File: src/rtl/alu_share_arbiter.sv
// alu_share_arbiter: round-robin sequencer time-sharing one combinational ALU among NUM_REQ requesters
//   i_clock      rising-edge clock
//   i_reset_n    asynchronous active-low reset
//   i_req_valid  per-requester request; o_req_ready one-hot accept (IDLE only)
//   i_req_a/b    packed operands, requester i at [i*DATA_W +: DATA_W]
//   i_req_op     packed 5-bit op codes, requester i at [i*5 +: 5]
//   o_alu_a/b/op registered ALU inputs; i_alu_c combinational ALU result
//   o_rsp_*      result handshake (valid/ready, data, owner id)
//   o_busy       high while a transaction is in EXEC or RESP
module alu_share_arbiter #(
    parameter int NUM_REQ = 4,
    parameter int ID_W    = 2,
    parameter int DATA_W  = 32
) (
    input  logic                      i_clock,
    input  logic                      i_reset_n,
    input  logic [NUM_REQ-1:0]        i_req_valid,
    output logic [NUM_REQ-1:0]        o_req_ready,
    input  logic [NUM_REQ*DATA_W-1:0] i_req_a,
    input  logic [NUM_REQ*DATA_W-1:0] i_req_b,
    input  logic [NUM_REQ*5-1:0]      i_req_op,
    output logic [DATA_W-1:0]         o_alu_a,
    output logic [DATA_W-1:0]         o_alu_b,
    output logic [4:0]                o_alu_op,
    input  logic [DATA_W-1:0]         i_alu_c,
    output logic                      o_rsp_valid,
    input  logic                      i_rsp_ready,
    output logic [DATA_W-1:0]         o_rsp_data,
    output logic [ID_W-1:0]           o_rsp_id,
    output logic                      o_busy
);
    typedef enum logic [1:0] {S_IDLE, S_EXEC, S_RESP} state_t;
    state_t              r_state, w_next;
    logic [ID_W-1:0]     r_ptr, r_gnt, w_gnt, w_idx;
    logic                w_found;
    logic [DATA_W-1:0]   r_alu_a, r_alu_b, r_rsp_data;
    logic [4:0]          r_alu_op;
    logic [ID_W-1:0]     r_rsp_id;
    logic                r_rsp_valid;
    // Scan from the highest offset down so the requester closest to r_ptr wins.
    always_comb begin
        w_found = 1'b0;
        w_gnt   = '0;
        w_idx   = '0;
        for (int k = NUM_REQ - 1; k >= 0; k--) begin
            w_idx = ID_W'((int'(r_ptr) + k) % NUM_REQ);
            if (i_req_valid[w_idx]) begin
                w_found = 1'b1;
                w_gnt   = w_idx;
            end
        end
    end
    always_comb begin
        w_next = r_state;
        case (r_state)
            S_IDLE:  w_next = w_found ? S_EXEC : S_IDLE;
            S_EXEC:  w_next = S_RESP;
            S_RESP:  w_next = i_rsp_ready ? S_IDLE : S_RESP;
            default: w_next = S_IDLE;
        endcase
    end
    always_ff @(posedge i_clock or negedge i_reset_n) begin
        if (!i_reset_n) r_state <= S_IDLE;
        else            r_state <= w_next;
    end
    always_ff @(posedge i_clock or negedge i_reset_n) begin
        if (!i_reset_n) begin
            r_ptr       <= '0;
            r_gnt       <= '0;
            r_alu_a     <= '0;
            r_alu_b     <= '0;
            r_alu_op    <= '0;
            r_rsp_data  <= '0;
            r_rsp_id    <= '0;
            r_rsp_valid <= 1'b0;
        end else begin
            if (r_state == S_IDLE && w_found) begin
                r_alu_a  <= i_req_a[w_gnt*DATA_W +: DATA_W];
                r_alu_b  <= i_req_b[w_gnt*DATA_W +: DATA_W];
                r_alu_op <= i_req_op[w_gnt*5 +: 5];
                r_gnt    <= w_gnt;
            end
            if (r_state == S_EXEC) begin
                r_rsp_data  <= i_alu_c;
                r_rsp_id    <= r_gnt;
                r_rsp_valid <= 1'b1;
            end
            if (r_state == S_RESP && i_rsp_ready) begin
                r_rsp_valid <= 1'b0;
                r_ptr       <= (r_gnt == ID_W'(NUM_REQ - 1)) ? '0 : r_gnt + 1'b1;
            end
        end
    end
    // Gate with reset so no requester sees an accept while reset is held.
    assign o_req_ready = (i_reset_n && r_state == S_IDLE && w_found)
                         ? ({{(NUM_REQ-1){1'b0}}, 1'b1} << w_gnt) : '0;
    assign o_alu_a     = r_alu_a;
    assign o_alu_b     = r_alu_b;
    assign o_alu_op    = r_alu_op;
    assign o_rsp_valid = r_rsp_valid;
    assign o_rsp_data  = r_rsp_data;
    assign o_rsp_id    = r_rsp_id;
    assign o_busy      = (r_state != S_IDLE);
endmodule

File: config.mk
export PLATFORM = sky130hd
export DESIGN_NAME = alu_share_arbiter
export DESIGN_NICKNAME = d
export VERILOG_FILES = /design/src/rtl/alu_share_arbiter.sv
export SDC_FILE = /design/constraint.sdc
export NUM_CORES = 1
export LEC_CHECK = 0
export CORE_AREA = 2 2 163 165
export DETAILED_ROUTE_END_ITERATION = 16
export DIE_AREA = 0 0 165 167
export GPL_TIMING_DRIVEN = 0
export HOLD_SLACK_MARGIN = 0.05
export SLEW_MARGIN = 25
export SYNTH_ARGS = -nofsm -noshare
export SYNTH_HDL_FRONTEND = slang
export SYNTH_SLANG_ARGS = --single-unit
File: constraint.sdc
create_clock -name i_clock -period 4.08 [get_ports i_clock]
set_clock_uncertainty 0.1 [all_clocks]
set_input_delay 0.408 -clock i_clock [delete_from_list [all_inputs] [get_ports i_clock]]
set_output_delay 0.408 -clock i_clock [all_outputs]
set_load 0.02 [all_outputs]
# After elaboration in Yosys (flattened, before gate mapping)
# Index checks and enable logic that the tools add are counted.
dict set report op_classes {
  add_sub_neg 4
  mul 1
  magnitude_cmp 4
  n_eq_ne 3
  shift 4
  muxes 23
  n_reduce_logical 7
}
# cell n
set ops {}
lappend ops {{128-bit by 8-bit variable part select with 32-bit output} 2}
lappend ops {{20-bit by 6-bit variable part select with 5-bit output} 1}
lappend ops {{2-bit by 3-bit less-than comparator with 1-bit output (second input constant)} 4}
lappend ops {{2-bit two-way mux} 6}
lappend ops {{1-bit two-way mux} 11}
lappend ops {{1-bit binary-select mux with 2-bit select} 4}
lappend ops {{2-bit one-hot mux with 3 select lines} 1}
lappend ops {{2-bit by 3-bit multiplier with 5-bit output (second input constant)} 1}
lappend ops {{2-bit by 1-bit adder with 2-bit output (second input constant)} 2}
lappend ops {{2-bit adder (second input constant)} 2}
lappend ops {{2-bit == test (second input constant)} 2}
lappend ops {{1-bit logical AND} 4}
lappend ops {{4-bit two-way mux} 1}
lappend ops {{2-bit nonzero test} 2}
lappend ops {{1-bit by 2-bit left shift with 4-bit output (first input constant)} 1}
lappend ops {{2-bit by 1-bit == test with 1-bit output (second input constant)} 1}
lappend ops {{2-bit logical NOT} 1}
dict set report totals {
  register_bits 110
  input_bits 315
  output_inout_bits 109
  wordCells 55
}

# Depth between registers and ports, before layout
# Gate-level depths: netlist of run 1.
dict set report logic_depth {
  ltp_word 9
  mapped_depth 8
  mapped_depth_nobuf 6
}

# Least setup slack after synthesis of run 1
# OpenSTA, ideal clock, no wires.
dict set report synth_path {
  path_type {register to output}
  startpoint {register r_ptr[1]}
  endpoint {output port o_req_ready[0]}
  t_arrival_ns 1.654
  required_ns 3.572
  setup_slack_ns 1.918
  path_stages_with_launch 8
  n_path_buf 2
  cell_sequence {dfrtp_1 > nand2b_1 > a21o_1 > buf_2 > nand2_1 > buf_2 > nand3_1 > nor2_1}
}
dict set report synth_between {
  elab_chain_cells 9
  elab_cells_between_ends 22
  cone_classes {add/sub (3); shift (1); mux (17); reduce/logical (1)}
}
# element line_no
set synth_lines {}
lappend synth_lines {{start, declared} 34} ;# logic [ID_W-1:0] r_ptr, r_gnt, w_gnt, w_idx;
lappend synth_lines {{start signal, assigned} 90} ;# r_ptr <= (r_gnt == ID_W'(NUM_REQ - 1)) ? '0 : r_gnt + 1'b1;
lappend synth_lines {{2-bit adder} 46} ;# w_idx = ID_W'((int'(r_ptr) + k) % NUM_REQ);
lappend synth_lines {{1-bit binary-select mux with 2-bit select} 47} ;# if (i_req_valid[w_idx]) begin
lappend synth_lines {{1-bit two-way mux (not written as such)} 47}
lappend synth_lines {{2-bit two-way mux / 1-bit two-way mux (equally long branches) (4 in a row)} 47}
lappend synth_lines {{1-bit by 2-bit left shift with 4-bit output / 1-bit logical AND (equally long branches)} {96, 95}}
lappend synth_lines {{4-bit two-way mux *} 96} ;# ? ({{(NUM_REQ-1){1'b0}}, 1'b1} << w_gnt) : '0;
lappend synth_lines {{end, declared} 18} ;# output logic [NUM_REQ-1:0] o_req_ready,
# Every way passes the cells marked *; elsewhere a longest branch is shown, timed or not. The select of a mux whose other input is x is not followed.

# Final worst setup path of run 1
dict set report layout_path {
  startpoint {input port i_req_valid[3]}
  endpoint {output port o_req_ready[0]}
}
dict set report layout_between {
  elab_chain_cells 8
  elab_cells_between_ends 19
  cone_classes {shift (1); mux (17); reduce/logical (1)}
}
# element line_no
set layout_lines {}
lappend layout_lines {{start, declared} 17} ;# input logic [NUM_REQ-1:0] i_req_valid,
lappend layout_lines {{1-bit binary-select mux with 2-bit select} 47}
lappend layout_lines {{1-bit two-way mux (not written as such)} 47}
lappend layout_lines {{2-bit two-way mux / 1-bit two-way mux (equally long branches) (4 in a row)} 47}
lappend layout_lines {{1-bit by 2-bit left shift with 4-bit output / 1-bit logical AND (equally long branches)} {96, 95}}
lappend layout_lines {{4-bit two-way mux *} 96}
# Marked as above.

==> impl_metrics.yaml, run 1 <==
run_status:
  status: "complete, no violations"
critical_path:
  worst_path_most_repeated_cell: "clkdlybuf4s50_1"
  crit_type: "in2out"
  end_kind: "output port"
  cp_max_fo: 10
  cp.required_ns: 3.57
  crit_chain: "clkdlybuf4s50_1, mux2i_1, a2bb2oi_4, nand2_1, buf_2, nand3_1, nor2_1, clkdlybuf4s50_1"
  slowest_stage: "clkdlybuf4s50_1"
  crit_arrival_ns: 3.13
  critical-path-max-stage-delay_ns: 0.65
  critPathLaunchType: "input port"
die:
  core-area_um2: 25800
  ios: 424
  die_area_um2: 27600
  rows: 59
  initial_core_util_pct: 23.9
  die_x_um: 165
  die_y_um: 167
routing:
  drt_first_iter_violations: 494
  dr.pass1.iters: 5
  vias: 6762
  detail-route-antenna-nets: 0
  wirelength_um: 28200
  avgViaCountPerCell: 4.95
  wl_per_cell_um: 20.6
  route.detailed.drc: 0
timing:
  final_max_slew_viol_count: 0
  hold_violations: 0
  rsz0062_at_grt: "no"
  slew-limit-headroom_pct: 32.2
  finalCriticalPeriod_ns: 3.64
  timing.final.crit_share_pct: 89.2
  setup_viol: 0
  max_freq_mhz: 275
  worst_pin_slew_ns: 1.02
synth:
  synth_edf_count: 0
  synth_top_area_share_pct: 44.8
  synthTopCellsByArea: "dfrtp_1 45%, a221o_1 11%, mux2_1 10%"
  synth_largest_area_cell: "dfrtp_1"
  synth.yosys.seq_area_share_pct: 44.8
  synth-seq-cells: 110
  syn_area_um2: 6150
  syn_nets: 908
  async_flop_share_pct: 100
  synthFlopType: "dfrtp_1"
  synth_cell_types: 26
  syn_inst: 592
  syn_avg_cell_area_um2: 10.4
  yosysWarnings: 0
global_route:
  antenna_found_initial: 0
  grt_pass1_vias: 6772
  overflow: 0
  grt_max_degree: 80
  grt_usage_pct: 19.8
  grt_pass1_wl_um: 41200
clocking:
  clkSlewWorstSetupHoldPaths_ns: 0.08
  cts-root-buf: "clkbuf_16"
  htreeDepth: 3
  clkSinkCount: 110
  clk_latency_ns: 0.36
  cts_tree: "yes"
  cts_made_buffers: 9
  cts_buffer_depth: 2
  cts_setup_buffers: 0
power_and_ir_drop:
  powerDensity_nw_per_um2: 663
  power_mw: 7.40
  ir_worst_vdd_v: 0.000301
  p_leak_nw: 4.31
layout:
  fin_nets: 1344
  finalInstanceArea_um2: 11200
  drive_gt1_share_pct: 8.24
  area_delta_synth_final_pct: 81.3
  n_antenna_cell: 0
  final_util_pct: 43.3
placement:
  globalplace.congestion: 0.873
  dpl.hpwl_um: 21400
  place_area_um2: 10800
  io_buffers: 423
job:
  max_cap_viol_count: 0
hold_path:
  hold_class: "in2async"
==> cell usage in the layout (no fill, tap or decap), types with 16 or more instances in the layout <==
master and n:
clkbuf_1 46, a21oi_1 71, clkdlybuf4s50_1 422, buf_2 16, nand3_1 70, a221o_1 69, mux2_2 48, mux2_1 56
o21ai_0 71, dfrtp_1 110
==> worst paths after layout <==
kind	slack, ns	depth (start not counted)	end	start
setup / recovery	0.44	8	o_req_ready[0]	i_req_valid[3]
hold reg to reg	0.41	1	o_rsp_data[0]$_DFFE_PN0P_	o_rsp_data[0]$_DFFE_PN0P_
min in group i_clock	0.41	1	o_rsp_data[0]$_DFFE_PN0P_	o_rsp_data[0]$_DFFE_PN0P_
max in group asynchronous	2.76	3	r_ptr[1]$_DFFE_PN0P_	i_reset_n
setup reg to reg	1.23	7	o_alu_op[3]$_DFFE_PN0P_	r_ptr[1]$_DFFE_PN0P_
hold / removal	0.39	2	o_rsp_data[13]$_DFFE_PN0P_	i_reset_n
==> through the flow <==
stage	worst slack, ns	std cells	hold WS [ns]	setup TNS [ns]
2_1_floorplan	1.92	592	0.0124	0
3_3_place_gp	-2.91	1350	0.381	-275.40
3_5_place_dp	0.350	1351	0.194	0
4_1_cts	0.337	1367	0.390	0
5_1_grt	0.248	1367	0.403	0
6_report	0.439	1367	0.390	0
==> worst max-delay path, delay by kind of cell <==
family	cells	cell delay, ns
buffers and inverters	3	1.51
and+or+nand+nor	3	0.69
muxes	1	0.33
AOI/OAI and AO/OA	1	0.18
==> timing repair <==
item,CTS,global route
hold buffers,1,0
gates resized for setup,0,0
endpoints found under the hold margin,33,0
endpoints found under the setup margin,0,0
==> where the power goes <==
part           total, mW  switching [mW]  internal (mW)
combinational       4.49            2.33           2.16
sequential          1.95           0.307           1.64
clock              0.958           0.459          0.500
total               7.40            3.09           4.30
==> layout make-up <==
cell class	instances	area (µm²)
fillers	2511	14600
well taps	335	419
clock buffers	10	239
clock inverters	5	66.3
inverters	2	7.51
multi-input cells	418	3140
flip-flops and latches	110	2750
plain buffers	62	253
repair buffers	425	4280
==> registers in the layout, summed over array words and instances, names as in the netlist <==
register	cells
o_alu_a	32
o_alu_b	32
o_alu_op	5
o_rsp_data	32
o_rsp_id	2
o_rsp_valid	1
r_gnt	2
r_ptr	2
r_state	2
==> metal layers <==
| layer | wire length [µm] | share of wire, % | vias to the layer above | track usage (%) |
|---|---|---|---|---|
| li1 | - | - | 3155 | - |
| met1 | 11400 | 41 | 3305 | 24.7 |
| met2 | 14300 | 51 | 275 | 34.5 |
| met3 | 1990 | 7.0 | 27 | 4.21 |
| met4 | 500 | 1.8 | 0 | 5.10 |
| met5 | 0 | 0 | - | 0 |
==> logic make-up after synthesis <==
logic type                 synth area share (%)
adders and majority gates                 0.203
muxes                                      19.2
AOI/OAI and AO/OA                          24.2
buffers and inverters                      4.23
DFF                                        44.8
and+or+nand+nor                            7.43
==> cell usage after synthesis, types with 4 or more instances <==
cell,number
nand3_1,70
clkbuf_1,46
o21ai_0,71
mux2_2,48
a221o_1,69
dfrtp_1,110
nand2_1,4
mux2_1,56
a21oi_1,71
buf_2,16
nor2_1,9
Note: power is estimated with default switching activity, not from simulation.
==> run 2: changes to the inputs <==
--- a/config.mk
+++ b/config.mk
@@ -5,9 +5,9 @@
 export SDC_FILE = /design/constraint.sdc
 export NUM_CORES = 1
 export LEC_CHECK = 0
-export CORE_AREA = 2 2 163 165
+export CORE_AREA = 2 2 164 166
 export DETAILED_ROUTE_END_ITERATION = 16
-export DIE_AREA = 0 0 165 167
+export DIE_AREA = 0 0 166 168
 export GPL_TIMING_DRIVEN = 0
 export HOLD_SLACK_MARGIN = 0.05
 export SLEW_MARGIN = 25
==> constraint.sdc (replaced) <==
create_clock -name i_clock -period 3.4 [get_ports i_clock]
set_clock_uncertainty 0.1 [all_clocks]
set_input_delay 0.34 -clock i_clock [delete_from_list [all_inputs] [get_ports i_clock]]
set_output_delay 0.34 -clock i_clock [all_outputs]
set_load 0.02 [all_outputs]
==> run 2 against run 1 <==
  * Sequential power grew 21%
  * First-iteration DRC count shrank 6.3%
  * Largest cell class unchanged
  * Highest routed layer unchanged
  * Clock power grew 13%
  * Cell area grew 0.21%
  * Sequential share of layout area shrank 0.053 points
  * Core utilization shrank 0.87 points
  * Sequential cell count is the same
==> impl_metrics.yaml, run 2 (synthesis results as in run 1) <==
timing:
  worst_pin_slew_ns: 0.844
  final_max_slew_viol_count: 0
  max_freq_mhz: 312
  timing.final.crit_share_pct: 94.3
  slew-limit-headroom_pct: 43.5
  rsz0062_at_grt: "no"
  finalCriticalPeriod_ns: 3.21
  tns_ns: 0
  hold_violations: 0
  setup_viol: 0
critical_path:
  cp.depth: 8
  cp.required_ns: 2.96
  startpoint: "r_ptr[1]$_DFFE_PN0P_"
  crit_chain: "nand2b_1, a21o_1, buf_2, nand2_4, buf_4, nand3_1, nor2_1, clkdlybuf4s50_1"
  critPathLaunchType: "register"
  crit_arrival_ns: 2.77
  cp.buffers_inverters: 3
  rr_startpoint: "r_state[1]$_DFF_PN0_"
  critical-path-max-stage-delay_ns: 0.65
  r2r-end: "o_alu_op[3]$_DFFE_PN0P_"
  slowest_stage: "clkdlybuf4s50_1"
  r2r_slack_ns: 0.49
  cp_max_fo: 10
  end_kind: "output port"
  crit_type: "reg2out"
  crit_end: "o_req_ready[2]"
  r2r_cells: 6
  crit_family: "buffers and inverters"
die:
  initial_core_util_pct: 23.3
  core-area_um2: 26400
  ios: 424
  die_area_um2: 27900
  die_y_um: 168
  die_x_um: 166
  rows: 60
job:
  max_cap_viol_count: 0
power_and_ir_drop:
  clockPowerShare_pct: 12.2
  switching_share_pct: 42.3
  power_mw: 8.83
  ir_worst_vdd_v: 0.000324
  p_comb_share_pct: 61.2
  internal_power_mw: 5.10
  p_leak_nw: 4.32
  powerDensity_nw_per_um2: 790
  p_sw_mw: 3.73
  seqPwrFrac_pct: 26.6
layout:
  final_util_pct: 42.4
  mostFrequentLayoutCell: "clkdlybuf4s50_1"
  area_delta_synth_final_pct: 81.7
  n_antenna_cell: 0
  final_cell_mix: "422 x clkdlybuf4s50_1, 110 x dfrtp_1, 71 x o21ai_0"
  drive_gt1_share_pct: 8.91
  fin_cells: 1374
  fin_nets: 1344
global_route:
  grt_max_degree: 67
  grt_usage_pct: 19.5
  grt_pass1_wl_um: 42000
  grt_pass1_vias: 7011
  antenna_found_initial: 0
  overflow: 0
routing:
  dr.pass1.iters: 5
  vias: 6752
  avgViaCountPerCell: 4.91
  detail-route-antenna-nets: 0
  drt_first_iter_violations: 463
  wirelength_um: 28300
  wl_per_cell_um: 20.6
  route.detailed.drc: 0
clocking:
  htreeDepth: 3
  clkSinkCount: 110
  clk_latency_ns: 0.35
  cts-root-buf: "clkbuf_16"
  cts_buffer_depth: 2
  clkSlewWorstSetupHoldPaths_ns: 0.09
  cts_made_buffers: 9
  cts_tree: "yes"
placement:
  dp_cells: 1357
  globalplace.congestion: 0.822
  io_buffers: 423
  dpl.hpwl_um: 21700
run_status:
  status: "complete, no violations"
hold_path:
  hold_class: "in2async"
[run 2: routing by layer]
layer / track usage [%] / up-vias / routed length, µm
met4: 6.12 / 0 / 710
met1: 24.3 / 3253 / 11900
met5: 0 / - / 0
li1: - / 3146 / -
met3: 4.91 / 35 / 1920
met2: 33.3 / 318 / 13700
[run 2: timing repair]
action	4_1_cts	5_1_grt
hold endpoints to repair	44	0
hold buffers	1	0
gates resized for setup	2	6
endpoints found under the setup margin	2	4
buffers inserted	0	0
[run 2: power by group through the flow]
stage / Clock, mW / Combinational [mW] / Sequential (mW)
6_report: 1.08 / 5.40 / 2.35
5_1_grt: 1.18 / 5.79 / 2.43
4_1_cts: 1.13 / 5.47 / 2.34
3_5_place_dp: 0 / 5.46 / 2.34
3_3_place_gp: 0 / 5.42 / 2.34
2_1_floorplan: 0 / 2.20 / 3.06
[run 2: worst min-delay path by stage]
stage                              start                         end  slack [ns]  cells past startpoint
finish                         i_reset_n  o_rsp_data[28]$_DFFE_PN0P_        0.34                      2
global route                   i_reset_n  o_rsp_data[28]$_DFFE_PN0P_        0.38                      2
CTS                            i_reset_n  o_rsp_data[28]$_DFFE_PN0P_        0.35                      2
detailed placement             i_reset_n  o_rsp_data[28]$_DFFE_PN0P_        0.16                      1
global placement    r_state[1]$_DFF_PN0_     o_rsp_valid$_DFFE_PN0P_        0.38                      1
floorplan                      i_reset_n      o_alu_a[0]$_DFFE_PN0P_       -0.06                      0
[run 2: stage by stage]
step                worst slack (ns)  hold slack, ns  cell area, µm²
floorplan                       1.27         -0.0556            6150
global placement               -3.35           0.378           10800
detailed placement            -0.246           0.165           10900
CTS                          0.00354           0.354           11200
global route                 0.00893           0.382           11200
finish                         0.194           0.344           11200
[run 2: layout make-up]
| cell class | instances | area (µm²) |
|---|---|---|
| clock inverters | 6 | 62.6 |
| clock buffers | 10 | 229 |
| inverters | 2 | 7.51 |
| plain buffers | 62 | 258 |
| fillers | 2609 | 15200 |
| multi-input cells | 418 | 3160 |
| flip-flops and latches | 110 | 2750 |
| well taps | 341 | 427 |
| repair buffers | 425 | 4280 |
==> run 3: changes to the inputs <==
--- a/config.mk
+++ b/config.mk
@@ -5,11 +5,12 @@
 export SDC_FILE = /design/constraint.sdc
 export NUM_CORES = 1
 export LEC_CHECK = 0
-export CORE_AREA = 2 2 164 166
+export CORE_AREA = 8 8 157 159
 export DETAILED_ROUTE_END_ITERATION = 16
-export DIE_AREA = 0 0 166 168
+export DIE_AREA = 0 0 165 167
 export GPL_TIMING_DRIVEN = 0
 export HOLD_SLACK_MARGIN = 0.05
+export PLACE_DENSITY = 0.66
 export SLEW_MARGIN = 25
 export SYNTH_ARGS = -nofsm -noshare
 export SYNTH_HDL_FRONTEND = slang
==> run 3 against run 2 <==
  * Critical path depth shrank 2
  * Hold slack gained 0.020 ns
  * Non-clock buffer count is 1 lower
  * Total power grew 0.51%
  * Sequential cell count is the same
==> impl_metrics.yaml, run 3 (synthesis results as in run 1) <==
run_status:
  status: "complete, no violations"
job:
  max_cap_viol_count: 0
clocking:
  cts_tree: "yes"
  cts_made_buffers: 9
  clkSlewWorstSetupHoldPaths_ns: 0.08
  clk_latency_ns: 0.35
  clkSinkCount: 110
  cts-root-buf: "clkbuf_16"
  htreeDepth: 3
  cts_setup_buffers: 0
  cts_buffer_depth: 2
critical_path:
  rr_startpoint: "r_state[1]$_DFF_PN0_"
  cp_max_fo: 10
  cp.required_ns: 2.96
  r2r_slack_ns: 0.62
  crit_arrival_ns: 2.69
  r2r-end: "o_alu_op[1]$_DFFE_PN0P_"
  r2r_cells: 6
  critPathLaunchType: "register"
  crit_type: "reg2out"
  end_kind: "output port"
placement:
  pre_cts_ws_ns: -0.171
  dpl.hpwl_um: 23700
  io_buffers: 423
  globalplace.congestion: 0.804
routing:
  detail-route-antenna-nets: 0
  wirelength_um: 30000
  drt_first_iter_violations: 505
  vias: 6651
  dr.pass1.iters: 7
  avgViaCountPerCell: 5.05
  wl_per_cell_um: 22.8
  route.detailed.drc: 0
die:
  ios: 424
  die_y_um: 167
  rows: 55
  die_x_um: 165
  core-area_um2: 22200
  die_area_um2: 27600
  initial_core_util_pct: 27.7
layout:
  fin_nets: 1343
  drive_gt1_share_pct: 8.43
  area_delta_synth_final_pct: 80.4
  n_antenna_cell: 0
  final_cell_mix: "422 x clkdlybuf4s50_1, 110 x dfrtp_1, 71 x a21oi_1, 71 x o21ai_0, 70 x nand3_1"
  mostFrequentLayoutCell: "clkdlybuf4s50_1"
  fill_cells: 2030
hold_path:
  hold_class: "in2async"
power_and_ir_drop:
  p_sw_mw: 3.72
  seqPwrFrac_pct: 26.6
  internal_power_mw: 5.15
  switching_share_pct: 41.9
  power_mw: 8.88
  p_comb_share_pct: 60.6
  clockPowerShare_pct: 12.7
  p_leak_nw: 4.32
  ir_worst_vdd_v: 0.000329
  powerDensity_nw_per_um2: 800
timing:
  final_max_slew_viol_count: 0
  slew-limit-headroom_pct: 43.9
  finalCriticalPeriod_ns: 3.13
  rsz0062_at_grt: "no"
  fin_ws_ns: 0.269
  hold_violations: 0
  timing.final.crit_share_pct: 92.1
  worst_pin_slew_ns: 0.842
  max_freq_mhz: 319
  tns_ns: 0
  setup_viol: 0
global_route:
  overflow: 0
  antenna_found_initial: 0
  grt_max_degree: 73
  use_met3_pct: 6.46
  met2_usage_pct: 36.6
  top_usage_layer: "met2"
  grt_usage_pct: 21.0
  grt_pass1_vias: 7155
  grt_pass1_wl_um: 44000
  use_met1_pct: 24.3
## run 3: cell count changes in the layout (fill, tap and decap cells not counted), sizes merged
| cell | previous run | this run |
|---|---|---|
| buf | 18 | 17 |
| bufinv | 0 | 1 |
| clkinv | 2 | 1 |
| clkinvlp | 0 | 1 |
| inv | 6 | 5 |
## run 3: worst max-delay path: stages (launching register included)
cell,delay [ns]
dfrtp_1,0.49
mux2i_1,0.19
a2bb2oi_4,0.40
clkbuf_2,0.32
nand4_1,0.15
nor2_1,0.13
clkdlybuf4s50_1,0.65
## run 3: final cells by class
cell class	instances	area [µm²]	share of cell area (%)
Multi-Input combinational cell	418	3140	28.3
Timing Repair Buffer	425	4280	38.5
Clock inverter	6	77.6	0.699
Buffer	61	250	2.26
Tap cell	285	357	3.21
Clock buffer	10	229	2.06
Inverter	2	7.51	0.0677
Sequential cell	110	2750	24.8
## run 3: worst max-delay path by stage
stage	slack, ns	cells past startpoint	endpoint	from
2_1_floorplan	1.27	7	o_alu_b[26]$_DFFE_PN0P_	r_ptr[1]$_DFFE_PN0P_
3_3_place_gp	-3.24	4	o_req_ready[1]	i_reset_n
3_5_place_dp	-0.17	8	o_req_ready[0]	i_req_valid[3]
4_1_cts	0.02	6	o_req_ready[3]	r_ptr[0]$_DFFE_PN0P_
5_1_grt	0.03	6	o_req_ready[3]	r_ptr[0]$_DFFE_PN0P_
6_report	0.27	6	o_req_ready[3]	r_ptr[0]$_DFFE_PN0P_
## run 3: power by group through the flow
stage | Clock [mW] | Sequential, mW | Combinational [mW]
floorplan | 0 | 3.06 | 2.20
global placement | 0 | 2.37 | 5.40
detailed placement | 0 | 2.37 | 5.44
CTS | 1.17 | 2.36 | 5.45
global route | 1.22 | 2.45 | 5.76
finish | 1.13 | 2.36 | 5.38
## run 3: repair_timing
action	4_1_cts	5_1_grt
hold buffers	1	0
endpoints found under the setup margin	2	4
endpoints found under the hold margin	40	0
resized for setup	2	4
## run 3: per-layer routing
layer / vias up / routed length [µm]
met2: 296 / 15300
met1: 3179 / 11500
met5: - / 0
met4: 0 / 620
li1: 3143 / -
met3: 33 / 2550
## run 3: stage by stage
step | util [%] | hold WS [ns] | cell area (µm²) | std cells
after floorplan | - | -0.0556 | 6150 | 592
after global placement | 48.3 | 0.376 | 10700 | 1300
after detailed placement | 48.5 | 0.150 | 10800 | 1301
after CTS | 49.9 | 0.363 | 11100 | 1318
after global routing | 49.9 | 0.367 | 11100 | 1317
final | 49.9 | 0.364 | 11100 | 1317
